<file path="src/rtl/seq_alu_pkg.sv">
// rtl/seq_alu_pkg.sv - shared opcodes, FSM encoding and latency constants for seq_alu
// Ports: none (package). Optional multiplier opcodes are only decoded when SEQ_ALU_MUL_EN is defined.
package seq_alu_pkg;

   localparam logic [3:0] OP_MOV  = 4'b0001;
   localparam logic [3:0] OP_ADD  = 4'b0010;
   localparam logic [3:0] OP_ADC  = 4'b0011;
   localparam logic [3:0] OP_SUB  = 4'b0100;
   localparam logic [3:0] OP_SBC  = 4'b0101;
   localparam logic [3:0] OP_AND  = 4'b0110;
   localparam logic [3:0] OP_ORR  = 4'b0111;
   localparam logic [3:0] OP_EOR  = 4'b1000;
   localparam logic [3:0] OP_MVN  = 4'b1001;
   localparam logic [3:0] OP_MULL = 4'b1010;
   localparam logic [3:0] OP_MULH = 4'b1011;
   localparam logic [3:0] OP_DIV  = 4'b1100;
   localparam logic [3:0] OP_REM  = 4'b1101;

   typedef enum logic [1:0] {
      ST_IDLE = 2'd0,
      ST_BUSY = 2'd1,
      ST_DONE = 2'd2
   } state_t;

   // Single-cycle ops present a result one cycle after acceptance; iterative
   // ops present it WIDTH + LAT_ITER_EXTRA cycles after acceptance.
   localparam int LAT_SINGLE     = 1;
   localparam int LAT_ITER_EXTRA = 1;

   // Cycles spent in BUSY: total iterative latency minus the final step into DONE.
   function automatic int busy_cycles(input int width);
      return width + LAT_ITER_EXTRA - LAT_SINGLE;
   endfunction

   function automatic logic is_div_op(input logic [3:0] cmd);
      return (cmd == OP_DIV) || (cmd == OP_REM);
   endfunction

   function automatic logic is_mul_op(input logic [3:0] cmd);
      return (cmd == OP_MULL) || (cmd == OP_MULH);
   endfunction

endpackage

</file>
<file path="src/rtl/seq_alu_div.sv">
// rtl/seq_alu_div.sv - signed radix-2 restoring divider, one quotient bit per cycle
// Ports: clk, rst (sync active-high); start loads dividend/divisor; done is high during
// the final iteration cycle, when quot/rem already carry the signed final result.
module seq_alu_div
   import seq_alu_pkg::*;
#(
   parameter int WIDTH = 32
) (
   input  logic             clk,
   input  logic             rst,
   input  logic             start,
   input  logic [WIDTH-1:0] dividend,
   input  logic [WIDTH-1:0] divisor,
   output logic             done,
   output logic [WIDTH-1:0] quot,
   output logic [WIDTH-1:0] rem
);
   localparam int CNT_W = $clog2(WIDTH);
   localparam logic [CNT_W-1:0] CNT_LAST = CNT_W'(busy_cycles(WIDTH) - 1);

   logic             busy;
   logic [CNT_W-1:0] cnt;
   logic [WIDTH-1:0] rem_r, quo_r, dvs_r;
   logic             neg_q, neg_r;

   logic [WIDTH:0]   shifted, diff;
   logic             fits;
   logic [WIDTH-1:0] rem_nxt, quo_nxt;
   logic [WIDTH-1:0] mag_dividend, mag_divisor;

   // Magnitudes fit in WIDTH unsigned bits, including the most-negative value.
   always_comb begin
      mag_dividend = dividend[WIDTH-1] ? -dividend : dividend;
      mag_divisor  = divisor[WIDTH-1]  ? -divisor  : divisor;
   end

   // Dividend magnitude shifts out of quo_r MSB-first while quotient bits shift in.
   always_comb begin
      shifted = {rem_r, quo_r[WIDTH-1]};
      diff    = shifted - {1'b0, dvs_r};
      fits    = ~diff[WIDTH];
      rem_nxt = fits ? diff[WIDTH-1:0] : shifted[WIDTH-1:0];
      quo_nxt = {quo_r[WIDTH-2:0], fits};
      quot    = neg_q ? -quo_nxt : quo_nxt;
      rem     = neg_r ? -rem_nxt : rem_nxt;
      done    = busy && (cnt == CNT_LAST);
   end

   always_ff @(posedge clk) begin
      if (rst) begin
         busy  <= 1'b0;
         cnt   <= '0;
         rem_r <= '0;
         quo_r <= '0;
         dvs_r <= '0;
         neg_q <= 1'b0;
         neg_r <= 1'b0;
      end else if (start) begin
         busy  <= 1'b1;
         cnt   <= '0;
         rem_r <= '0;
         quo_r <= mag_dividend;
         dvs_r <= mag_divisor;
         neg_q <= dividend[WIDTH-1] ^ divisor[WIDTH-1];
         neg_r <= dividend[WIDTH-1];
      end else if (busy) begin
         rem_r <= rem_nxt;
         quo_r <= quo_nxt;
         cnt   <= cnt + CNT_W'(1);
         if (done) begin
            busy <= 1'b0;
         end
      end
   end

endmodule

</file>
<file path="src/rtl/seq_alu.sv">
// rtl/seq_alu.sv - sequential ALU with valid/ready handshakes and iterative divide/multiply
// Ports: clk, rst (sync active-high); in_valid/in_ready command handshake with exe_cmd,
// val1, val2, c_in; out_valid/out_ready result handshake with alu_res, c, v, z, n, dz.
// Define SEQ_ALU_MUL_EN to build the MULL/MULH shift-add multiplier.
module seq_alu
   import seq_alu_pkg::*;
#(
   parameter int WIDTH = 32
) (
   input  logic                    clk,
   input  logic                    rst,
   input  logic                    in_valid,
   output logic                    in_ready,
   input  logic [3:0]              exe_cmd,
   input  logic signed [WIDTH-1:0] val1,
   input  logic signed [WIDTH-1:0] val2,
   input  logic                    c_in,
   output logic                    out_valid,
   input  logic                    out_ready,
   output logic [WIDTH-1:0]        alu_res,
   output logic                    c,
   output logic                    v,
   output logic                    z,
   output logic                    n,
   output logic                    dz
);
   localparam logic [WIDTH-1:0] MOST_NEG = {1'b1, {(WIDTH-1){1'b0}}};

   state_t           state, state_nxt;
   logic             accept;
   logic [3:0]       op_r;
   logic [WIDTH-1:0] val1_r, val2_r;
   logic [WIDTH-1:0] res_r;
   logic             c_r, v_r, z_r, n_r, dz_r;

   logic [WIDTH:0]   sum;
   logic [WIDTH-1:0] sc_res;
   logic             sc_c, sc_v, sc_dz, sc_known, sc_iter;

   logic             div_start, div_done;
   logic [WIDTH-1:0] div_quot, div_rem;

   logic             it_done, it_v;
   logic [WIDTH-1:0] it_res;

   assign accept = in_valid && (state == ST_IDLE);

   // Single-cycle datapath, evaluated on the raw inputs so the result is
   // captured on the acceptance edge.
   always_comb begin
      sum      = '0;
      sc_res   = '0;
      sc_c     = 1'b0;
      sc_v     = 1'b0;
      sc_dz    = 1'b0;
      sc_known = 1'b1;
      sc_iter  = 1'b0;
      case (exe_cmd)
         OP_MOV: sc_res = val2;
         OP_MVN: sc_res = ~val2;
         OP_ADD, OP_ADC: begin
            sum    = {1'b0, val1} + {1'b0, val2}
                   + {{WIDTH{1'b0}}, (exe_cmd == OP_ADC) && c_in};
            sc_res = sum[WIDTH-1:0];
            sc_c   = sum[WIDTH];
            sc_v   = (val1[WIDTH-1] == val2[WIDTH-1]) && (sum[WIDTH-1] != val1[WIDTH-1]);
         end
         OP_SUB, OP_SBC: begin
            // Carry out of val1 + ~val2 + cin means "no borrow".
            sum    = {1'b0, val1} + {1'b0, ~val2}
                   + {{WIDTH{1'b0}}, (exe_cmd == OP_SUB) || c_in};
            sc_res = sum[WIDTH-1:0];
            sc_c   = sum[WIDTH];
            sc_v   = (val1[WIDTH-1] != val2[WIDTH-1]) && (sum[WIDTH-1] != val1[WIDTH-1]);
         end
         OP_AND: sc_res = val1 & val2;
         OP_ORR: sc_res = val1 | val2;
         OP_EOR: sc_res = val1 ^ val2;
         OP_DIV, OP_REM: begin
            // Divide-by-zero resolves immediately instead of iterating.
            if (val2 == '0) begin
               sc_res = (exe_cmd == OP_DIV) ? '1 : val1;
               sc_dz  = 1'b1;
            end else begin
               sc_iter = 1'b1;
            end
         end
`ifdef SEQ_ALU_MUL_EN
         OP_MULL, OP_MULH: sc_iter = 1'b1;
`endif
         default: sc_known = 1'b0;
      endcase
   end

   assign div_start = accept && sc_iter && is_div_op(exe_cmd);

   seq_alu_div #(.WIDTH(WIDTH)) u_div (
      .clk      (clk),
      .rst      (rst),
      .start    (div_start),
      .dividend (val1),
      .divisor  (val2),
      .done     (div_done),
      .quot     (div_quot),
      .rem      (div_rem)
   );

`ifdef SEQ_ALU_MUL_EN
   localparam int CNT_W = $clog2(WIDTH);
   localparam logic [CNT_W-1:0] CNT_LAST = CNT_W'(busy_cycles(WIDTH) - 1);

   logic [2*WIDTH-1:0] mul_p, mul_p_nxt, mul_prod;
   logic [WIDTH-1:0]   mul_mcand;
   logic [WIDTH:0]     mul_sum;
   logic               mul_neg, mul_done, mul_active;
   logic [CNT_W-1:0]   mul_cnt;

   // Magnitude shift-add: the low half of mul_p starts as the multiplier and
   // is consumed LSB-first while the partial product shifts in from the top.
   always_comb begin
      mul_active = (state == ST_BUSY) && is_mul_op(op_r);
      mul_sum    = {1'b0, mul_p[2*WIDTH-1:WIDTH]} + (mul_p[0] ? {1'b0, mul_mcand} : '0);
      mul_p_nxt  = {mul_sum, mul_p[WIDTH-1:1]};
      mul_prod   = mul_neg ? -mul_p_nxt : mul_p_nxt;
      mul_done   = mul_active && (mul_cnt == CNT_LAST);
   end

   always_ff @(posedge clk) begin
      if (rst) begin
         mul_p     <= '0;
         mul_mcand <= '0;
         mul_neg   <= 1'b0;
         mul_cnt   <= '0;
      end else if (accept && is_mul_op(exe_cmd)) begin
         mul_p     <= {{WIDTH{1'b0}}, (val2[WIDTH-1] ? -val2 : val2)};
         mul_mcand <= val1[WIDTH-1] ? -val1 : val1;
         mul_neg   <= val1[WIDTH-1] ^ val2[WIDTH-1];
         mul_cnt   <= '0;
      end else if (mul_active) begin
         mul_p   <= mul_p_nxt;
         mul_cnt <= mul_cnt + CNT_W'(1);
      end
   end
`endif

   // Completion of the iterative op in flight.
   always_comb begin
      it_done = div_done;
      it_res  = (op_r == OP_DIV) ? div_quot : div_rem;
      // Only most-negative / -1 overflows the quotient; the divider already
      // returns val1 for it because the magnitude wraps back to MOST_NEG.
      it_v    = (op_r == OP_DIV) && (val1_r == MOST_NEG) && (val2_r == '1);
`ifdef SEQ_ALU_MUL_EN
      if (is_mul_op(op_r)) begin
         it_done = mul_done;
         it_res  = (op_r == OP_MULL) ? mul_prod[WIDTH-1:0] : mul_prod[2*WIDTH-1:WIDTH];
      end
`endif
   end

   always_ff @(posedge clk) begin
      if (rst) begin
         state <= ST_IDLE;
      end else begin
         state <= state_nxt;
      end
   end

   always_comb begin
      state_nxt = state;
      in_ready  = 1'b0;
      out_valid = 1'b0;
      case (state)
         ST_IDLE: begin
            in_ready = 1'b1;
            if (in_valid) begin
               state_nxt = sc_iter ? ST_BUSY : ST_DONE;
            end
         end
         ST_BUSY: begin
            if (it_done) begin
               state_nxt = ST_DONE;
            end
         end
         ST_DONE: begin
            out_valid = 1'b1;
            if (out_ready) begin
               state_nxt = ST_IDLE;
            end
         end
         default: state_nxt = ST_IDLE;
      endcase
   end

   always_ff @(posedge clk) begin
      if (rst) begin
         op_r   <= '0;
         val1_r <= '0;
         val2_r <= '0;
         res_r  <= '0;
         c_r    <= 1'b0;
         v_r    <= 1'b0;
         z_r    <= 1'b0;
         n_r    <= 1'b0;
         dz_r   <= 1'b0;
      end else if (accept) begin
         op_r   <= exe_cmd;
         val1_r <= val1;
         val2_r <= val2;
         if (!sc_iter) begin
            res_r <= sc_res;
            c_r   <= sc_c;
            v_r   <= sc_v;
            z_r   <= sc_known && (sc_res == '0);
            n_r   <= sc_res[WIDTH-1];
            dz_r  <= sc_dz;
         end
      end else if ((state == ST_BUSY) && it_done) begin
         res_r <= it_res;
         c_r   <= 1'b0;
         v_r   <= it_v;
         z_r   <= (it_res == '0);
         n_r   <= it_res[WIDTH-1];
         dz_r  <= 1'b0;
      end
   end

   assign alu_res = res_r;
   assign c       = c_r;
   assign v       = v_r;
   assign z       = z_r && (state == ST_DONE);
   assign n       = n_r;
   assign dz      = dz_r;

endmodule

</file>
<file path="config.mk">
export PLATFORM = sky130hd
export DESIGN_NAME = seq_alu
export DESIGN_NICKNAME = d
export VERILOG_FILES = /design/src/rtl/seq_alu_pkg.sv /design/src/rtl/seq_alu_div.sv /design/src/rtl/seq_alu.sv
export SDC_FILE = /design/constraint.sdc
export NUM_CORES = 1
export LEC_CHECK = 0
export ABC_CLOCK_PERIOD_IN_PS = 6100
export CAP_MARGIN = 20
export CELL_PAD_IN_SITES_DETAIL_PLACEMENT = 0
export CELL_PAD_IN_SITES_GLOBAL_PLACEMENT = 1
export CORE_UTILIZATION = 41
export DETAILED_ROUTE_END_ITERATION = 8
export PLACE_DENSITY = 0.82
export REMOVE_ABC_BUFFERS = 1
export SLEW_MARGIN = 40
export SYNTH_ARGS = -nofsm -noshare
export SYNTH_HDL_FRONTEND = slang
export SYNTH_SLANG_ARGS = --single-unit
</file>
<file path="constraint.sdc">
create_clock -name clk -period 6.1 [get_ports clk]
set_input_delay 0.915 -clock clk [delete_from_list [all_inputs] [get_ports clk]]
set_output_delay 0.915 -clock clk [all_outputs]
set_load 0.02 [all_outputs]
</file>
==> results.json <==
{
  "worstSetupPathType": "reg2reg",
  "grt_pass1_vias": 20900,
  "drt_wl_total_mm": 85.3,
  "peakVddDrop_v": 0.000208,
  "clk_pin_slew_ns": 0.06,
  "tritoncts.num_buffers": 24,
  "place_hpwl_mm": 65.6,
  "drive_above_1_share": 0.0782,
  "final-max-slew-violation-count": 0,
  "clk_latency_ns": 0.55,
  "instances_no_fill": 3592,
  "leakagePower_nw": 8.93,
  "required_ns": 6.58,
  "cts_tree": "built",
  "regToRegSetupSlack_ns": 0.47,
  "die_area_mm2": 0.0508,
  "clock_skew_ns": 0.0216,
  "post-cts-setup-buffers": 0,
  "drt-pass1-iter-count": 8,
  "start_util": 0.417,
  "grt_usage": 0.328,
  "crit_path_start": "u_div.quo_r[31]",
  "yosys.area.top_type_share": 0.205,
  "r2r_start": "u_div.quo_r[31]",
  "cts_sinks": 210,
  "dp.cells": 3546,
  "core_mm2": 0.0492,
  "yosysTopAreaCell": "dfxtp_1",
  "worstSetupEndpointType": "flop",
  "power-per-cell-area_mw_per_mm2": 241,
  "relSlewSlack": 0.399,
  "met3_usage": 0.0361,
  "cts.hold.buffers_added": 0,
  "yosys_warnings": 0,
  "grt_pass1_wl_mm": 128,
  "fin_crit_ns": 5.63,
  "setup_viol": 0,
  "rows": 81,
  "place.gp.congestion": 0.950,
  "wl_per_cell_um": 23.8,
  "synth_cell_type_count": 105,
  "antenna_found_initial": 1,
  "antenna_left": 0,
  "synthTopCellsByCount": "333 x nand2_1, 290 x nor2_1, 276 x a21oi_1, 210 x dfxtp_1, 152 x inv_1",
  "nets": 3122,
  "ys_async_sr_fraction": 0,
  "outcome": "finished clean",
  "drv_cap": 0,
  "synth_edf_count": 0,
  "syn_avg_cell_area_um2": 7.15,
  "synth_seq_area_share": 0.205,
  "cp.arrival_ns": 6.11,
  "die_h_um": 225,
  "hp-start": "val1_r[19]",
  "ys_seq_elements": 210,
  "rsz0062_at_grt": "no",
  "synthesis.instances": 2865,
  "synth.cell_area_mm2": 0.0205,
  "grt_overflow": 0,
  "via_per_inst": 6.25,
  "cts-root-buf": "clkbuf_16",
  "hold_slack_ns": 0.450,
  "grt_max_degree": 89,
  "worstMarginPinSlew_ns": 0.898,
  "busiest_layer": "met2",
  "grt_util_met1": 0.455,
  "via_count": 22400,
  "die_w_um": 225,
  "boundaryPins": 112,
  "synthToLayoutAreaGrowth_pct": 13.8,
  "min_path_type": "reg2reg",
  "cts_resized": 0,
  "grt.met2_usage": 0.519,
  "max_freq_mhz": 178,
  "synth_area_leaders": "dfxtp_1 21%, ha_1 8.1%, a21oi_1 6.7%",
  "synth_most_common_cell": "nand2_1",
  "worstSetupStartpointType": "flop",
  "clockBufferDepth": 3,
  "cts_max_level": 1,
  "hold_viol_final": 0,
  "synthFlopType": "dfxtp_1",
  "fin_crit_sh": 0.922,
  "detail_route.iter0.violations": 2253,
  "io_buffers": 111,
  "drc_errors": 0,
  "critPathMaxFanout": 6,
  "antenna_cells": 0
}
==> cell usage in the layout (no fill, tap or decap), types with 16 or more instances in the layout <==
| cell | instances |
|---|---|
| nand2_1 | 330 |
| nor2_1 | 285 |
| a21oi_1 | 276 |
| dfxtp_1 | 209 |
| inv_1 | 152 |
| o21ai_0 | 146 |
| ha_1 | 133 |
| a211oi_1 | 121 |
| xnor2_1 | 110 |
| clkdlybuf4s50_1 | 108 |
| buf_4 | 94 |
| mux2i_1 | 78 |
| nor3_1 | 64 |
| o31ai_1 | 59 |
| nand3_1 | 50 |
| nand4_1 | 43 |
| or3_1 | 41 |
| xor2_1 | 41 |
| nor4_1 | 33 |
| o211ai_1 | 25 |
| o22ai_1 | 25 |
| clkbuf_16 | 25 |
| a21o_1 | 24 |
| and3_1 | 22 |
| o21a_1 | 22 |
| nand2b_1 | 20 |
| a221o_1 | 17 |
| a31oi_1 | 17 |
| nor2b_1 | 16 |
| or2_2 | 16 |
| a221oi_1 | 16 |
==> final timing paths <==
| path | to | cells past startpoint |
|---|---|---|
| setup / recovery | z_r | 23 |
| hold / removal | val1_r[19] | 2 |
| hold reg to reg | val1_r[19] | 2 |
| setup reg to reg | z_r | 23 |
==> final cells by class <==
type                       count  area [µm²]
sequential                   210        4210
inverter                     154         578
multi-input combinational   2311       15000
clock buffer                  35         703
timing repair buffer         210        1900
fill                        5020       25900
clock inverter                 8        92.6
tap                          664         831
==> kinds of logic (layout without fill, tap and decap cells) <==
family,Yosys count,count (layout),share of synthesized area
mux,83,83,0.0409
simple gates,1002,1002,0.229
xor+xnor,151,151,0.0646
fa+ha+maj,138,138,0.0861
buf+inv,344,407,0.0657
flops,210,210,0.205
compound gates,937,937,0.308
==> metal layers <==
metal	vias to the layer above	wire [µm]
met5	-	0
met1	10700	37600
met3	147	6520
met4	0	3360
met2	1005	37800
li1	10500	-
==> critical path: stages, from the launching register on <==
cell,delay [ns]
dfxtp_1,0.31
inv_1,0.08
ha_1,0.16
inv_1,0.06
fa_1,0.52
a211oi_2,0.32
o21bai_1,0.21
a21oi_4,0.18
o32a_4,0.21
nand3_2,0.09
nand2_2,0.17
mux2i_1,0.31
ha_1,0.30
nand3b_1,0.15
or2_2,0.33
nor4_1,0.35
nor3_1,0.08
a21oi_1,0.13
o21ai_0,0.08
o32ai_1,0.56
nand4_1,0.26
nor4_1,0.39
nand4b_1,0.20
nand3_1,0.11
==> power by group <==
part	internal, mW	switching (mW)	total, mW
sequential	1.44	0.0633	1.50
combinational	0.936	1.69	2.63
clock	0.879	0.610	1.49
total	3.25	2.37	5.62
==> flip-flops by register name, summed over array words and instances (netlist names) <==
signal,count
v,1
alu_res,32
op_r,4
u_div.busy,1
u_div.cnt,5
u_div.dvs_r,32
u_div.quo_r,32
dz,1
u_div.neg_r,1
z_r,1
state,2
c,1
val1_r,32
u_div.rem_r,32
u_div.neg_q,1
val2_r,32
==> per-stage QoR <==
step	setup WS [ns]	area (µm²)	setup TNS, ns	utilization	total power, mW
6_report	0.473	23300	0	0.474	5.62
4_1_cts	0.567	23200	0	0.472	5.57
3_5_place_dp	0.0923	22400	0	0.456	4.08
5_1_grt	0.0274	23300	0	0.474	5.90
2_1_floorplan	-0.160	19700	-0.346	-	3.20
3_3_place_gp	0.218	22400	0	0.456	4.05
Note: power is estimated with default switching activity, not from simulation.
